### src/rtl/multicycle_ctrl.sv
// Multicycle MIPS control FSM: sequences fetch/decode/execute/memory/writeback
// and drives datapath selects, write enables and the memory-stall timeout.
module multicycle_ctrl #(
  parameter int unsigned TIMEOUT = 0
) (
  input  logic       clk,
  input  logic       reset_n,
  input  logic [5:0] op,
  input  logic [5:0] funct,
  input  logic       zero,
  input  logic       mem_ready,
  output logic [2:0] alucont,
  output logic       nez,
  output logic       memwrite,
  output logic       irwrite,
  output logic       regwrite,
  output logic       pcen,
  output logic       iord,
  output logic       memtoreg,
  output logic       regdst,
  output logic       alusrca,
  output logic [1:0] alusrcb,
  output logic [1:0] pcsrc,
  output logic       illegal,
  output logic       mem_timeout,
  output logic [3:0] state_o
);

  localparam int unsigned CW       = (TIMEOUT > 1) ? $clog2(TIMEOUT) : 1;
  localparam int unsigned TMO_LAST = (TIMEOUT > 0) ? TIMEOUT - 1 : 0;

  localparam logic [5:0] OP_RTYPE = 6'b000000;
  localparam logic [5:0] OP_J     = 6'b000010;
  localparam logic [5:0] OP_BEQ   = 6'b000100;
  localparam logic [5:0] OP_BNE   = 6'b000101;
  localparam logic [5:0] OP_ADDI  = 6'b001000;
  localparam logic [5:0] OP_LW    = 6'b100011;
  localparam logic [5:0] OP_SW    = 6'b101011;

  localparam logic [5:0] FN_ADD = 6'b100000;
  localparam logic [5:0] FN_SUB = 6'b100010;
  localparam logic [5:0] FN_AND = 6'b100100;
  localparam logic [5:0] FN_OR  = 6'b100101;
  localparam logic [5:0] FN_SLT = 6'b101010;

  localparam logic [2:0] ALU_ADD = 3'b010;
  localparam logic [2:0] ALU_SUB = 3'b110;
  localparam logic [2:0] ALU_AND = 3'b000;
  localparam logic [2:0] ALU_OR  = 3'b001;
  localparam logic [2:0] ALU_SLT = 3'b111;

  localparam logic [1:0] SRCB_REG  = 2'b00;
  localparam logic [1:0] SRCB_FOUR = 2'b01;
  localparam logic [1:0] SRCB_IMM  = 2'b10;
  localparam logic [1:0] SRCB_IMM2 = 2'b11;

  localparam logic [1:0] PCSRC_ALU  = 2'b00;
  localparam logic [1:0] PCSRC_OUT  = 2'b01;
  localparam logic [1:0] PCSRC_JUMP = 2'b10;

  typedef enum logic [3:0] {
    S_FETCH  = 4'd0,
    S_DECODE = 4'd1,
    S_MEMADR = 4'd2,
    S_MEMRD  = 4'd3,
    S_MEMWB  = 4'd4,
    S_MEMWR  = 4'd5,
    S_RTEX   = 4'd6,
    S_RTWB   = 4'd7,
    S_BREX   = 4'd8,
    S_ADDIEX = 4'd9,
    S_ADDIWB = 4'd10,
    S_JEX    = 4'd11
  } state_e;

  typedef struct packed {
    logic [2:0] alucont;
    logic       nez;
    logic       iord;
    logic       memtoreg;
    logic       regdst;
    logic       alusrca;
    logic [1:0] alusrcb;
    logic [1:0] pcsrc;
    logic       regwrite;
  } ctrl_t;

  state_e        state_q, state_d;
  logic [CW-1:0] cnt_q, cnt_d;
  ctrl_t         ctrl_q;
  logic          wait_st;
  logic          stall;
  logic          tmo_hit;
  logic          pcwrite;

  function automatic logic rt_legal(input logic [5:0] f);
    return (f == FN_ADD) || (f == FN_SUB) || (f == FN_AND) ||
           (f == FN_OR)  || (f == FN_SLT);
  endfunction

  function automatic logic op_legal(input logic [5:0] o, input logic [5:0] f);
    case (o)
      OP_LW, OP_SW, OP_BEQ, OP_BNE, OP_ADDI, OP_J: return 1'b1;
      OP_RTYPE: return rt_legal(f);
      default:  return 1'b0;
    endcase
  endfunction

  function automatic logic [2:0] rt_alu(input logic [5:0] f);
    case (f)
      FN_SUB:  return ALU_SUB;
      FN_AND:  return ALU_AND;
      FN_OR:   return ALU_OR;
      FN_SLT:  return ALU_SLT;
      default: return ALU_ADD;
    endcase
  endfunction

  // Moore decode of a state; op/funct are stable for the whole instruction
  function automatic ctrl_t decode_ctrl(input state_e st, input logic [5:0] o,
                                        input logic [5:0] f);
    ctrl_t c;
    c         = '0;
    c.alucont = ALU_ADD;
    case (st)
      S_FETCH:  c.alusrcb = SRCB_FOUR;
      S_DECODE: c.alusrcb = SRCB_IMM2;
      S_MEMADR: begin
        c.alusrca = 1'b1;
        c.alusrcb = SRCB_IMM;
      end
      S_MEMRD:  c.iord = 1'b1;
      S_MEMWB: begin
        c.memtoreg = 1'b1;
        c.regwrite = 1'b1;
      end
      S_MEMWR:  c.iord = 1'b1;
      S_RTEX: begin
        c.alusrca = 1'b1;
        c.alusrcb = SRCB_REG;
        c.alucont = rt_alu(f);
      end
      S_RTWB: begin
        c.regdst   = 1'b1;
        c.regwrite = 1'b1;
        c.alucont  = rt_alu(f);
      end
      S_BREX: begin
        c.alusrca = 1'b1;
        c.alusrcb = SRCB_REG;
        c.alucont = ALU_SUB;
        c.pcsrc   = PCSRC_OUT;
        c.nez     = (o == OP_BNE);
      end
      S_ADDIEX: begin
        c.alusrca = 1'b1;
        c.alusrcb = SRCB_IMM;
      end
      S_ADDIWB: c.regwrite = 1'b1;
      S_JEX:    c.pcsrc = PCSRC_JUMP;
      default:  c.pcsrc = PCSRC_ALU;
    endcase
    return c;
  endfunction

  assign wait_st = (state_q == S_FETCH) || (state_q == S_MEMRD) ||
                   (state_q == S_MEMWR);
  assign stall   = wait_st && !mem_ready;
  assign tmo_hit = (TIMEOUT != 0) && stall && (cnt_q == CW'(TMO_LAST));

  // Next-state and stall-counter logic
  always_comb begin
    state_d = state_q;
    cnt_d   = '0;
    case (state_q)
      S_FETCH: begin
        if (mem_ready) state_d = S_DECODE;
      end
      S_DECODE: begin
        case (op)
          OP_LW, OP_SW:    state_d = S_MEMADR;
          OP_RTYPE:        state_d = rt_legal(funct) ? S_RTEX : S_FETCH;
          OP_BEQ, OP_BNE:  state_d = S_BREX;
          OP_ADDI:         state_d = S_ADDIEX;
          OP_J:            state_d = S_JEX;
          default:         state_d = S_FETCH;
        endcase
      end
      S_MEMADR: state_d = (op == OP_SW) ? S_MEMWR : S_MEMRD;
      S_MEMRD: begin
        if (mem_ready)    state_d = S_MEMWB;
        else if (tmo_hit) state_d = S_FETCH;
      end
      S_MEMWR: begin
        if (mem_ready || tmo_hit) state_d = S_FETCH;
      end
      S_RTEX:   state_d = S_RTWB;
      S_ADDIEX: state_d = S_ADDIWB;
      default:  state_d = S_FETCH;
    endcase
    if ((TIMEOUT != 0) && stall && !tmo_hit && (state_d == state_q))
      cnt_d = cnt_q + CW'(1);
  end

  // State register with Moore control fields registered from the next state
  always_ff @(posedge clk) begin
    if (!reset_n) begin
      state_q <= S_FETCH;
      cnt_q   <= '0;
      ctrl_q  <= decode_ctrl(S_FETCH, op, funct);
    end else begin
      state_q <= state_d;
      cnt_q   <= cnt_d;
      ctrl_q  <= decode_ctrl(state_d, op, funct);
    end
  end

  assign alucont  = ctrl_q.alucont;
  assign nez      = ctrl_q.nez;
  assign iord     = ctrl_q.iord;
  assign memtoreg = ctrl_q.memtoreg;
  assign regdst   = ctrl_q.regdst;
  assign alusrca  = ctrl_q.alusrca;
  assign alusrcb  = ctrl_q.alusrcb;
  assign pcsrc    = ctrl_q.pcsrc;
  assign state_o  = state_q;

  // Input-qualified strobes, all forced low while reset is held
  assign pcwrite     = ((state_q == S_FETCH) && mem_ready) || (state_q == S_JEX);
  assign pcen        = reset_n && (pcwrite || ((state_q == S_BREX) && zero));
  assign irwrite     = reset_n && (state_q == S_FETCH) && mem_ready;
  assign memwrite    = reset_n && (state_q == S_MEMWR) && !tmo_hit;
  assign regwrite    = reset_n && ctrl_q.regwrite;
  assign illegal     = reset_n && (state_q == S_DECODE) && !op_legal(op, funct);
  assign mem_timeout = reset_n && tmo_hit;

endmodule

### config.mk
export PLATFORM = sky130hd
export DESIGN_NAME = multicycle_ctrl
export DESIGN_NICKNAME = d
export VERILOG_FILES = /design/src/rtl/multicycle_ctrl.sv
export SDC_FILE = /design/constraint.sdc
export NUM_CORES = 1
export LEC_CHECK = 0
export BUFFER_PORTS_ARGS = -buffer_cell sky130_fd_sc_hd__buf_2
export CORE_ASPECT_RATIO = 0.7
export CORE_MARGIN = 5
export CORE_UTILIZATION = 48
export DETAILED_ROUTE_END_ITERATION = 8
export HOLD_SLACK_MARGIN = 0.03
export PLACE_DENSITY = 0.82
export SKIP_CTS_REPAIR_TIMING = 1
export SLEW_MARGIN = 20
export SYNTH_ARGS = -nofsm -noshare
export SYNTH_HDL_FRONTEND = slang
export SYNTH_SLANG_ARGS = --single-unit
### constraint.sdc
create_clock -name clk -period 2.3 [get_ports clk]
set_input_delay 0.345 -clock clk [delete_from_list [all_inputs] [get_ports clk]]
set_output_delay 0.345 -clock clk [all_outputs]
set_load 0.05 [all_outputs]
==> results.ini <==
[cts]
clk_latency_ns=0.28
clk_path_buf_depth=2
clk_pin_slew_ns=0.08
cts_tree=done
htree_levels=1
root_buffer=clkbuf_4
numCtsBuffers=3
cts_num_sinks=17

[critical_path]
cp_max_fo=13
cp_top_family=flip-flops
path_cells=mux2i_1 -> nor3_1 -> a31oi_1 -> nor3b_4 -> buf_2
cp-end-kind=output pin
cp_slowest_stage_delay_ns=0.61
cp_data_arrival_time_ns=1.75
critPathBufInv=1
crit_type=flip-flop to output pin
worstSetupStartpointType=flip-flop
rrSetupSlack_ns=0.36
critical_path.slowest_cell=dfxtp_1
worst_ep_required_time_ns=1.96

[layout]
antennaDiodeCount=0
drive_gt1_share_pct=34.0
final_common_cell=buf_2
final_cell_mix=buf_2, dfxtp_1, nor2_1
final_cells=182
area_growth_syn_to_layout_pct=17.4
n_fill_cell=202
nets=167

[sta]
fin_hold_ws_ns=0.326
max_freq_ghz=0.477
period_share_pct=91.1
tns_ns=0
grt_setup_unrepaired=false
setup_slack_ns=0.205
maxSlewViolCount=0
fin_skew_ns=0.00416
finalHoldViolations=0
setup_viol=0
min_period_ns=2.10

[yosys]
ys_types=44
syn-instance-count=121
synthFlopType=dfxtp_1
syn-num-nets=137
avgSynthCellArea_um2=8.62
seq_area_frac_synth_pct=32.6
ys_ff_latch=17
synth_edf_count=0
syn-cell-area_um2=1040
ys_warn_count=0
async_flop_share_pct=0

[detailed_routing]
dr_wl_met3_um=205
drtAntennaViolNets=0
drt-met1-wl_um=1070
drc=0
via_per_inst=5.40
wl_per_cell_um=13.2
met2_length_um=1090
vias=983
highest_layer=met4
drt_first_pass_iters=4
drt-total-wl_um=2400
drt_iter0_drc=35

[floorplan]
die_w_um=65.7
io_pins=38
dieArea_um2=3220
core_region_area_um2=2120
rows=14
fp.dieH_um=49.0
start_util_pct=49.2

[run_status]
status=finished clean

[global_route]
track_usage_pct=16.5
grt_pass1_vias=920
grt_pass1_wl_um=4250
antenna_found_initial=0
grt_max_degree=14
overflow=0

[place]
dpl.hpwl_um=1910
place_inst=178
post-place-ws_ns=0.273
gp_congestion=0.980
io_buffers=36

[worst_hold_path]
hold_class=input port to flip-flop

[power]
cellLeakagePower_nw=0.575
power_mw=0.565
peakVddDrop_v=0.000334
power_density_nw_per_um2=461

[job]
drv_cap=0

==> logic make-up after synthesis <==
group / after synthesis / share of synthesized area (%)
and+or+nand+nor: 56 / 35.1
other: 1 / 0.359
AOI/OAI and AO/OA: 22 / 16.5
xor gates and xnor gates: 1 / 0.839
buffers and inverters: 21 / 11.6
muxes: 3 / 2.88
DFF: 17 / 32.6
==> per-layer routing <==
layer | vias to the layer above | track usage (%)
met5 | - | 0
met4 | 0 | 4.48
met3 | 8 | 4.38
met2 | 40 | 24.6
met1 | 446 | 23.2
li1 | 489 | -
==> where the power goes <==
group,total [mW],leakage (nW),switching (mW),internal [mW]
clock,0.152,0.0150,0.0842,0.0674
combinational,0.112,0.423,0.0720,0.0400
sequential,0.302,0.138,0.00395,0.298
total,0.565,0.575,0.160,0.405
==> cells in the mapped netlist, types with 2 or more instances <==
cell      count  area share (%)
dfxtp_1      17              33
nor2_1       10             3.6
buf_4         9             6.5
inv_1         8             2.9
nand2_1       6             2.2
a21oi_1       5             2.4
nor3_1        5             2.4
nor3b_1       5             3.6
nor4b_1       5             4.2
and2_1        3             1.8
mux2i_1       3             2.9
nand3_1       3             1.4
nor2b_1       3             1.8
a31oi_1       2             1.2
and3_2        2             1.4
and3b_1       2             1.7
and4_1        2             1.7
clkbuf_1      2            0.72
nand2b_1      2             1.2
o21ai_0       2            0.96
o31ai_1       2             1.4
==> final timing paths <==
check	start	to	cells after the start
setup / recovery	state_o[3]$_SDFF_PN0_	pcen	5
hold / removal	funct[3]	alucont[1]$_SDFF_PN1_	3
setup reg to reg	state_o[2]$_SDFF_PN0_	alucont[0]$_SDFF_PN0_	8
hold reg to reg	state_o[3]$_SDFF_PN0_	ctrl_q[0]$_SDFF_PN0_	2
==> state kept, by name, indices dropped and copies added, names as in the netlist, 2 cells and up <==
register,flops
state_o,4
alucont,3
alusrcb,2
pcsrc,2
==> final cells by class <==
| type | instances | area (µm²) | area share, % |
|---|---|---|---|
| multi-input cells | 83 | 593 | 48.4 |
| flip-flops and latches | 17 | 340 | 27.8 |
| repair buffers | 38 | 195 | 15.9 |
| well taps | 32 | 40.0 | 3.27 |
| inverters | 8 | 30.0 | 2.45 |
| clock buffers | 4 | 26.3 | 2.15 |
==> metrics by stage <==
stage               instance area (µm²)  utilization [%]
CTS                                1220             57.8
global placement                   1200             56.6
global route                       1220             57.8
finish                             1220             57.8
floorplan                          1050                -
detailed placement                 1200             56.6
==> worst register-to-register path: cells and delay by family, from the launching register on <==
| family | cells | cell delay [ns] |
|---|---|---|
| compound gates | 2 | 0.29 |
| flops | 1 | 0.57 |
| buf+inv | 2 | 0.27 |
| simple gates | 4 | 0.71 |
No activity file was read; power rests on OpenSTA's default activity.
